<file path="config.mk">
export PLATFORM = sky130hd
export DESIGN_NAME = nor_seq_alu
export DESIGN_NICKNAME = d
export VERILOG_FILES = /design/src/rtl/nor_seq_pkg.sv /design/src/rtl/nor_32bit.sv /design/src/rtl/nor_seq_ucode.sv /design/src/rtl/nor_seq_alu.sv
export SDC_FILE = /design/constraint.sdc
export NUM_CORES = 1
export LEC_CHECK = 0
export CORE_MARGIN = 2
export CORE_UTILIZATION = 52
export CTS_CLUSTER_SIZE = 8
export DETAILED_ROUTE_END_ITERATION = 16
export HOLD_SLACK_MARGIN = 0.15
export PLACE_DENSITY = 0.73
export SETUP_SLACK_MARGIN = 0.02
export SLEW_MARGIN = 20
export SYNTH_ARGS = -nofsm -noshare
export SYNTH_HDL_FRONTEND = slang
export SYNTH_SLANG_ARGS = --single-unit
</file>
<file path="constraint.sdc">
create_clock -name clk -period 3.07 [get_ports clk]
set_input_delay 0.307 -clock clk [delete_from_list [all_inputs] [get_ports clk]]
set_output_delay 0.307 -clock clk [all_outputs]
set_load 0.02 [all_outputs]
</file>
<file path="src/rtl/nor_seq_pkg.sv">
// ============================================================================
// Module   : nor_seq_pkg
// Brief    : Opcodes, FSM states, microcode field codes and step counts for
//            the sequential NOR-only logic unit.
// Revision : 1.0  initial release
// ============================================================================
`default_nettype none

package nor_seq_pkg;

  localparam logic [2:0] OP_NOR  = 3'd0;
  localparam logic [2:0] OP_OR   = 3'd1;
  localparam logic [2:0] OP_NOT  = 3'd2;
  localparam logic [2:0] OP_AND  = 3'd3;
  localparam logic [2:0] OP_NAND = 3'd4;
  localparam logic [2:0] OP_XOR  = 3'd5;
  localparam logic [2:0] OP_XNOR = 3'd6;
  localparam logic [2:0] OP_ILL  = 3'd7;

  localparam logic [1:0] ST_IDLE = 2'd0;
  localparam logic [1:0] ST_EXEC = 2'd1;
  localparam logic [1:0] ST_DONE = 2'd2;

  localparam logic [1:0] SRC_A  = 2'd0;
  localparam logic [1:0] SRC_B  = 2'd1;
  localparam logic [1:0] SRC_T0 = 2'd2;
  localparam logic [1:0] SRC_T1 = 2'd3;

  localparam logic [1:0] DST_T0  = 2'd0;
  localparam logic [1:0] DST_T1  = 2'd1;
  localparam logic [1:0] DST_RES = 2'd2;

  localparam logic [2:0] N_NOR  = 3'd1;
  localparam logic [2:0] N_OR   = 3'd2;
  localparam logic [2:0] N_NOT  = 3'd1;
  localparam logic [2:0] N_AND  = 3'd3;
  localparam logic [2:0] N_NAND = 3'd4;
  localparam logic [2:0] N_XOR  = 3'd5;
  localparam logic [2:0] N_XNOR = 3'd4;

  typedef struct packed {
    logic [1:0] srcx;
    logic [1:0] srcy;
    logic [1:0] dst;
    logic       last;
  } uc_t;

  function automatic uc_t uc_ent(input logic [1:0] sx, input logic [1:0] sy,
                                 input logic [1:0] d, input logic l);
    uc_t e;
    e.srcx = sx;
    e.srcy = sy;
    e.dst  = d;
    e.last = l;
    return e;
  endfunction

endpackage

`default_nettype wire

</file>
<file path="src/rtl/nor_32bit.sv">
// ============================================================================
// Module   : nor_32bit
// Brief    : 32-bit bitwise NOR gate shared by the sequential logic unit.
// Revision : 1.0  initial release
// ============================================================================
`default_nettype none

module nor_32bit (
  input  logic [31:0] a,
  input  logic [31:0] b,
  output logic [31:0] y
);

  assign y = ~(a | b);

endmodule

`default_nettype wire

</file>
<file path="src/rtl/nor_seq_ucode.sv">
// ============================================================================
// Module   : nor_seq_ucode
// Brief    : Combinational microcode ROM: (op, step) -> NOR sources,
//            destination and last-step flag.
// Revision : 1.0  initial release
// ============================================================================
`default_nettype none

module nor_seq_ucode
  import nor_seq_pkg::*;
(
  input  logic [2:0] op,
  input  logic [2:0] step,
  output uc_t        uc
);

  always_comb begin
    uc = uc_ent(SRC_A, SRC_A, DST_RES, 1'b1);
    case (op)
      OP_NOR: uc = uc_ent(SRC_A, SRC_B, DST_RES, 1'b1);
      OP_NOT: uc = uc_ent(SRC_A, SRC_A, DST_RES, 1'b1);
      OP_OR: begin
        case (step)
          3'd0:    uc = uc_ent(SRC_A,  SRC_B,  DST_T0,  1'b0);
          default: uc = uc_ent(SRC_T0, SRC_T0, DST_RES, 1'b1);
        endcase
      end
      OP_AND, OP_NAND: begin
        case (step)
          3'd0:    uc = uc_ent(SRC_A,  SRC_A,  DST_T0, 1'b0);
          3'd1:    uc = uc_ent(SRC_B,  SRC_B,  DST_T1, 1'b0);
          3'd2:    uc = (op == OP_AND) ? uc_ent(SRC_T0, SRC_T1, DST_RES, 1'b1)
                                       : uc_ent(SRC_T0, SRC_T1, DST_T0,  1'b0);
          default: uc = uc_ent(SRC_T0, SRC_T0, DST_RES, 1'b1);
        endcase
      end
      // XNOR leaves ~A&B in T1 and A&~B in T0 before the final NOR
      OP_XNOR, OP_XOR: begin
        case (step)
          3'd0:    uc = uc_ent(SRC_A,  SRC_B,  DST_T0, 1'b0);
          3'd1:    uc = uc_ent(SRC_A,  SRC_T0, DST_T1, 1'b0);
          3'd2:    uc = uc_ent(SRC_B,  SRC_T0, DST_T0, 1'b0);
          3'd3:    uc = (op == OP_XNOR) ? uc_ent(SRC_T1, SRC_T0, DST_RES, 1'b1)
                                        : uc_ent(SRC_T1, SRC_T0, DST_T0,  1'b0);
          default: uc = uc_ent(SRC_T0, SRC_T0, DST_RES, 1'b1);
        endcase
      end
      default: uc = uc_ent(SRC_A, SRC_A, DST_RES, 1'b1);
    endcase
  end

endmodule

`default_nettype wire

</file>
<file path="src/rtl/nor_seq_alu.sv">
// ============================================================================
// Module   : nor_seq_alu
// Brief    : Multi-cycle logic unit building all logic ops from one NOR.
// Options  : NOR_SEQ_CYCLE_COUNT_EN adds the cycles[2:0] output.
// Revision : 1.0  initial release
// ============================================================================
`default_nettype none

module nor_seq_alu
  import nor_seq_pkg::*;
#(
  parameter int WIDTH = 32
) (
  input  logic             clk,
  input  logic             rst_n,
  input  logic             start,
  input  logic [2:0]       op,
  input  logic [WIDTH-1:0] a,
  input  logic [WIDTH-1:0] b,
  output logic             busy,
  output logic             done,
  output logic             err,
`ifdef NOR_SEQ_CYCLE_COUNT_EN
  output logic [2:0]       cycles,
`endif
  output logic [WIDTH-1:0] result
);

  logic [1:0]       r_state;
  logic [1:0]       w_next;
  logic [2:0]       r_step;
  logic [2:0]       r_op;
  logic [WIDTH-1:0] r_a;
  logic [WIDTH-1:0] r_b;
  logic [WIDTH-1:0] r_t0;
  logic [WIDTH-1:0] r_t1;
  logic [WIDTH-1:0] r_result;
  logic             r_err;
  uc_t              w_uc;
  logic [WIDTH-1:0] w_x;
  logic [WIDTH-1:0] w_y;
  logic [WIDTH-1:0] w_nor;
  logic             w_accept;
  logic             w_ill;

  assign w_accept = (r_state == ST_IDLE) && start;
  assign w_ill    = (op == OP_ILL);

  nor_seq_ucode u_ucode (
    .op   (r_op),
    .step (r_step),
    .uc   (w_uc)
  );

  nor_32bit u_nor (
    .a (w_x),
    .b (w_y),
    .y (w_nor)
  );

  always_comb begin
    w_x = r_a;
    w_y = r_a;
    case (w_uc.srcx)
      SRC_A:   w_x = r_a;
      SRC_B:   w_x = r_b;
      SRC_T0:  w_x = r_t0;
      default: w_x = r_t1;
    endcase
    case (w_uc.srcy)
      SRC_A:   w_y = r_a;
      SRC_B:   w_y = r_b;
      SRC_T0:  w_y = r_t0;
      default: w_y = r_t1;
    endcase
  end

  always_ff @(posedge clk or negedge rst_n) begin
    if (!rst_n) begin
      r_state <= ST_IDLE;
    end else begin
      r_state <= w_next;
    end
  end

  always_comb begin
    w_next = r_state;
    case (r_state)
      ST_IDLE: if (start) w_next = w_ill ? ST_DONE : ST_EXEC;
      ST_EXEC: if (w_uc.last) w_next = ST_DONE;
      ST_DONE: w_next = ST_IDLE;
      default: w_next = ST_IDLE;
    endcase
  end

  always_comb begin
    busy = (r_state == ST_EXEC) || (r_state == ST_DONE);
    done = (r_state == ST_DONE);
  end

  always_ff @(posedge clk or negedge rst_n) begin
    if (!rst_n) begin
      r_step   <= 3'd0;
      r_op     <= 3'd0;
      r_a      <= '0;
      r_b      <= '0;
      r_t0     <= '0;
      r_t1     <= '0;
      r_result <= '0;
      r_err    <= 1'b0;
    end else if (w_accept) begin
      // an illegal op skips EXEC entirely and reports a cleared result
      if (w_ill) begin
        r_result <= '0;
        r_err    <= 1'b1;
      end else begin
        r_op   <= op;
        r_a    <= a;
        r_b    <= b;
        r_step <= 3'd0;
        r_err  <= 1'b0;
      end
    end else if (r_state == ST_EXEC) begin
      r_step <= r_step + 3'd1;
      case (w_uc.dst)
        DST_T0:  r_t0     <= w_nor;
        DST_T1:  r_t1     <= w_nor;
        default: r_result <= w_nor;
      endcase
    end
  end

  assign err    = r_err;
  assign result = r_result;

`ifdef NOR_SEQ_CYCLE_COUNT_EN
  logic [2:0] r_cycles;

  always_ff @(posedge clk or negedge rst_n) begin
    if (!rst_n) begin
      r_cycles <= 3'd0;
    end else if (w_accept && w_ill) begin
      r_cycles <= 3'd0;
    end else if ((r_state == ST_EXEC) && w_uc.last) begin
      r_cycles <= r_step + 3'd1;
    end
  end

  assign cycles = r_cycles;
`else
  // cycle reporting is compiled out in this build
`endif

endmodule

`default_nettype wire

</file>
Word-level counts from Yosys, hierarchy flattened
Index checks and enable logic that the tools add are counted.
{ "totals": {"latch_bits": 0, "mem_count": 0, "romBits": 0, "ram_bits": 0, "ff_bits": 169, "elab_cells": 73} }
{ "classes": {"order_cmp": 0, "n_div": 0, "shift": 0, "mux": 20, "mul": 0, "n_reduce_logical": 18, "eq_ne": 21, "addsub": 1, "n_bitwise": 4} }
{ "ops": {"columns": ["operator", "n"], "rows": [
  ["$pmux 32 s3", 2],
  ["$mux 32", 4],
  ["$pmux 7 s4", 2],
  ["$not 32->32", 1],
  ["$or 32x32->32", 1],
  ["$pmux 7 s3", 1],
  ["$mux 3", 5],
  ["$eq 3x3->1 const B", 4],
  ["$eq 3x2->1 const B", 3],
  ["$reduce_and 3->1", 3],
  ["$eq 2x1->1 const B", 4],
  ["$logic_not 2->1", 4],
  ["$mux 7", 1],
  ["$eq 2x2->1 const B", 3],
  ["$eq 3x1->1 const B", 2],
  ["$logic_not 3->1", 2],
  ["$mux 2", 3],
  ["$ne 2x1->1 const B", 3],
  ["$reduce_and 2->1", 3],
  ["$reduce_or 2->1", 3],
  ["$ne 2x2->1 const B", 2],
  ["$pmux 2 s2", 1],
  ["$add 3x1->3 const B", 1],
  ["$not 1->1", 2],
  ["4 further kinds", 4]
]} }

Depth between registers and ports, before layout
{ "depth": {"word_depth": 11, "mapped_depth": 11, "ltp_nobuf": 8} }

By module
Synthesis repeated with hierarchy kept, for this count alone.
{ "hier_totals": {"cells_unflattened": 575, "hier_area_um2": 8536.9} }
{ "by_module_without_submodules": {"columns": ["module", "area_each_um2", "cells_each", "n_inst"], "rows": [
  ["nor_seq_alu", 8127.8, 501, 1],
  ["nor_seq_ucode", 289.0, 42, 1],
  ["nor_32bit", 120.1, 32, 1]
]} }

Worst setup path before layout
Ideal clock, no wire load.
{ "synth_path": {"kind": "flip-flop to flip-flop", "from": "register r_step[0]", "to": "register r_t0[15]", "setup_slack_ns": 0.369, "period_less_slack_ns": 2.701, "required_ns": 2.987, "arrival_time_ns": 2.619, "setup_ns": 0.083, "stages_incl_launch_ff": 10, "n_path_buf": 1, "path_cell_list": "dfrtp_1 > ha_1 > ha_1 > mux2_4 > o31a_1 > nor3_2 > buf_6 > mux4_2 > a221o_1 > o21ai_0"} }
{ "synth_via": {"elab_chain_len": 7, "word_cells_on_any_way": 20, "classes_between": "eq/ne: 7; mux: 6; bitwise: 2; reduce/logical: 5"} }
{ "synth_lines": {"columns": ["element", "line", "rtl"], "rows": [
  ["from (decl)", "nor_seq_alu.sv:31", "logic [2:0] r_step;"],
  ["from (signal assigned)", "nor_seq_alu.sv:124", "r_step <= r_step + 3'd1;"],
  ["$eq 3x2->1 (tied with other cells)", "nor_seq_ucode.sv:39", "case (step)"],
  ["$pmux 7 s4 (tied with other cells)", "nor_seq_ucode.sv:39", null],
  ["$pmux 7 s4 *", "nor_seq_ucode.sv:19", "case (op)"],
  ["$eq 2x2->1 (tied with other cells)", "nor_seq_alu.sv:64", "case (w_uc.srcx)"],
  ["$pmux 32 s3 (on tied branches)", "nor_seq_alu.sv:64, nor_seq_alu.sv:70", null],
  ["$or 32x32->32", "nor_32bit.sv:14", "assign y = ~(a | b);"],
  ["$not 32->32", "nor_32bit.sv:14", null],
  ["to (signal assigned)", "nor_seq_alu.sv:126", "DST_T0: r_t0 <= w_nor;"],
  ["to (decl)", "nor_seq_alu.sv:35", "logic [WIDTH-1:0] r_t0;"]
]} }
Every way passes the cells marked *; elsewhere a longest branch is shown, timed or not.
A chain may end at the register's enable or synchronous reset.

Final worst setup path
{ "layout_path": {"from": "register r_step[0]", "to": "register r_t0[26]"} }
The elaborated chain is that of the path after synthesis.

==> impl_results.md <==
- Die area: 0.0179 mm²
- Max Used Layer: met4
- Final nets: 915
- Total Routing Usage GR: 0.242
- Wire per inst: 19.5 µm
- DR vias: 6447
- WP data arrival: 3.24 ns
- Final WL: 20800 µm
- Pwr/cell area: 1260 mW/mm²
- Lkg Pwr: 4.78 nW
- Residual DRC count: 0
- Slew Viols, Final: 0
- Clock sinks: 169
- Area grow syn2layout: 21.6%
- Final setup fails: 0
- Critical Path RT: 3.36 ns
- Drt initial violations: 520
- CP endpoint kind: flip-flop
- Min Tclk post-route: 2.94 ns
- FF+latch count, synth: 169
- Top-level I/O count: 105
- RSZ-0062 raised after global routing: yes
- Max VDD drop: 0.000754 V
- Initial antenna violation count: 0
- Mux share of post-synthesis cell area: 0.263
- Final hold slack: 0.442 ns
- Crit path max fanout: 24
- Post-CTS Setup Bufs: 0
- Synth area leader: dfrtp_1
- Layout cells sized above 1: 0.169
- Via/cell ratio: 6.03
- Clk_lat worst skew: 0.43 ns
- Most common cell in the netlist: dfrtp_1
- Global-route wire length before repair: 34100 µm
- Clock Path Buffers: 2
- Maximum capacitance violations: 0
- Syn_nets: 828
- GP Congestion: 0.836
- Total of warnings raised by yosys: 0
- Worst hold path class: input pin to asynchronous set/reset pin
- Worst setup path class: flip-flop to flip-flop
- Final Hold Viols: 0
- Core Area: 0.0165 mm²
- Largest net degree at the start of global routing: 72
- XOR/XNOR share of the synthesized area: 0
- CTS Root Cell: clkbuf_16
- Met1 WL: 8740 µm
- Port bufs: 104
- Die height: 134 µm
- DR WL met3: 1030 µm
- Gr ovfl total: 0
- DPL Wire Length: 13100 µm
- Most used DFF post-synth: dfrtp_1
- Vias in the first global route: 6806
- Number of flops mapped to enable cells by yosys: 0
- DIE WIDTH: 134 µm
- Simple-Gate Fraction of Synth Area: 0.0848
- Final clock skew: 0.00801 ns
- Achievable Freq: 340 MHz
- Worst-path clk slew: 0.06 ns
- Startpoint type of the worst setup path: flip-flop
- Period utilization: 0.958
- Post-synthesis cell count: 750
- Site Rows: 47
- Async S/R FF share, synth: 1.00
- CTS tree: done
- Post-synth top cells: dfrtp_1 (169), mux2i_1 (132), nand2_1 (73), mux2_2 (71), o31ai_1 (66)
- Setup TNS: 0 ns
- ANT cells: 0
- H-tree Lvls: 4
- Top cells by area, synth: dfrtp_1 (48%), mux2i_1 (15%), mux2_2 (9.1%)
- Cell Area, Synth: 0.00878 mm²
- Top cell type's share of synthesized area: 0.482
- WL met2: 10700 µm
- Status: complete, no violations
- Synth Area in Adders: 0.0114
- Synth Area in Compound Gates: 0.120
- First-pass detailed-route iteration total: 4
- Initial Utilization: 0.531
- DRT antenna net count: 0
- Worst Tran Pin Value: 0.943 ns
- Register area share after synthesis: 0.482
- Num CTS Buffers: 17
- Max_slew headroom: 0.371
- Syn Area/Cell: 11.7 µm²
- Post-synthesis cell type count: 52
- Main combinational cell family by area after synthesis: multiplexers
==> per-layer routing <==
metal | up-vias | track usage
met4 | 0 | 0.0715
met5 | - | 0
met2 | 179 | 0.427
li1 | 2986 | -
met3 | 31 | 0.0559
met1 | 3251 | 0.297
==> placed cells by master, fill, tap and decap left out, types with 9 or more instances in the layout <==
master	count
o31ai_1	66
dfrtp_1	169
mux2_2	71
mux2i_1	131
clkdlybuf4s50_1	103
clkbuf_16	17
o21ai_0	12
nand3_1	34
o41ai_1	9
o21ai_1	13
buf_4	11
inv_1	11
nand2_1	73
==> power by group <==
| part | internal, W | leakage, nW | total, W | switching [W] |
|---|---|---|---|---|
| combinational | 0.00329 | 2.36 | 0.00718 | 0.00389 |
| clock | 0.00131 | 0.292 | 0.00219 | 0.000881 |
| sequential | 0.00322 | 2.13 | 0.00404 | 0.000824 |
==> logic make-up (layout without fill, tap and decap cells) <==
group / after synthesis / count (layout)
simple gates: 153 / 153
buf+inv: 66 / 166
mux: 212 / 212
flops: 169 / 169
compound gates: 142 / 142
fa+ha+maj: 8 / 8
==> worst paths after layout <==
path / startpoint / end / slack [ns] / cells past startpoint
max in group asynchronous: rst_n / r_t0[30] / 1.70 / 3
worst min-delay path: rst_n / r_b[0] / 0.44 / 2
min in group clk: a[1] / r_a[1] / 0.48 / 2
worst max register to register: r_step[0] / r_t0[26] / 0.13 / 9
worst max-delay path: r_step[0] / r_t0[26] / 0.13 / 9
worst min register to register: err / err / 0.49 / 2
==> critical path, cell delays in order, from the launching register on <==
cell and delay (ns):
dfrtp_1 0.42, ha_1 0.22, ha_1 0.24, mux2_4 0.27
o31a_1 0.27, nor3_4 0.22, buf_4 0.41, nand3b_1 0.17
o311ai_1 0.14, o41ai_1 0.44
==> registers in the layout (all words and copies together), names as in the netlist <==
| signal | count |
|---|---|
| r_b | 32 |
| result | 32 |
| r_t0 | 32 |
| r_step | 3 |
| r_t1 | 32 |
| r_state | 2 |
| r_op | 3 |
| r_a | 32 |
| err | 1 |
==> per-stage QoR <==
step                      std cells  worst slack [ns]  power [W]  area (µm²)  utilization
after floorplan                 750             0.369    0.00930        8780            -
after global placement         1037             0.247     0.0108       10000        0.608
after detailed placement       1037             0.133     0.0112       10000        0.608
after CTS                      1070            0.0836     0.0134       10700        0.645
after global routing           1070          -0.00326     0.0143       10700        0.646
final                          1070             0.129     0.0134       10700        0.646
==> final cells by class <==
cell class              count  area [µm²]
fillers                  1204        5850
multi-input cells         515        4250
flip-flops and latches    169        4230
repair buffers            123        1270
clock buffers              23         498
well taps                 220         275
clock inverters             9         110
inverters                  11        41.3
==> what timing repair did <==
item / in CTS / in global routing
setup endpoints to repair: 0 / 40
gates resized for setup: 0 / 5
hold endpoints to repair: 61 / 0
hold buffers: 1 / 0
No activity file was read; power rests on OpenSTA's default activity.
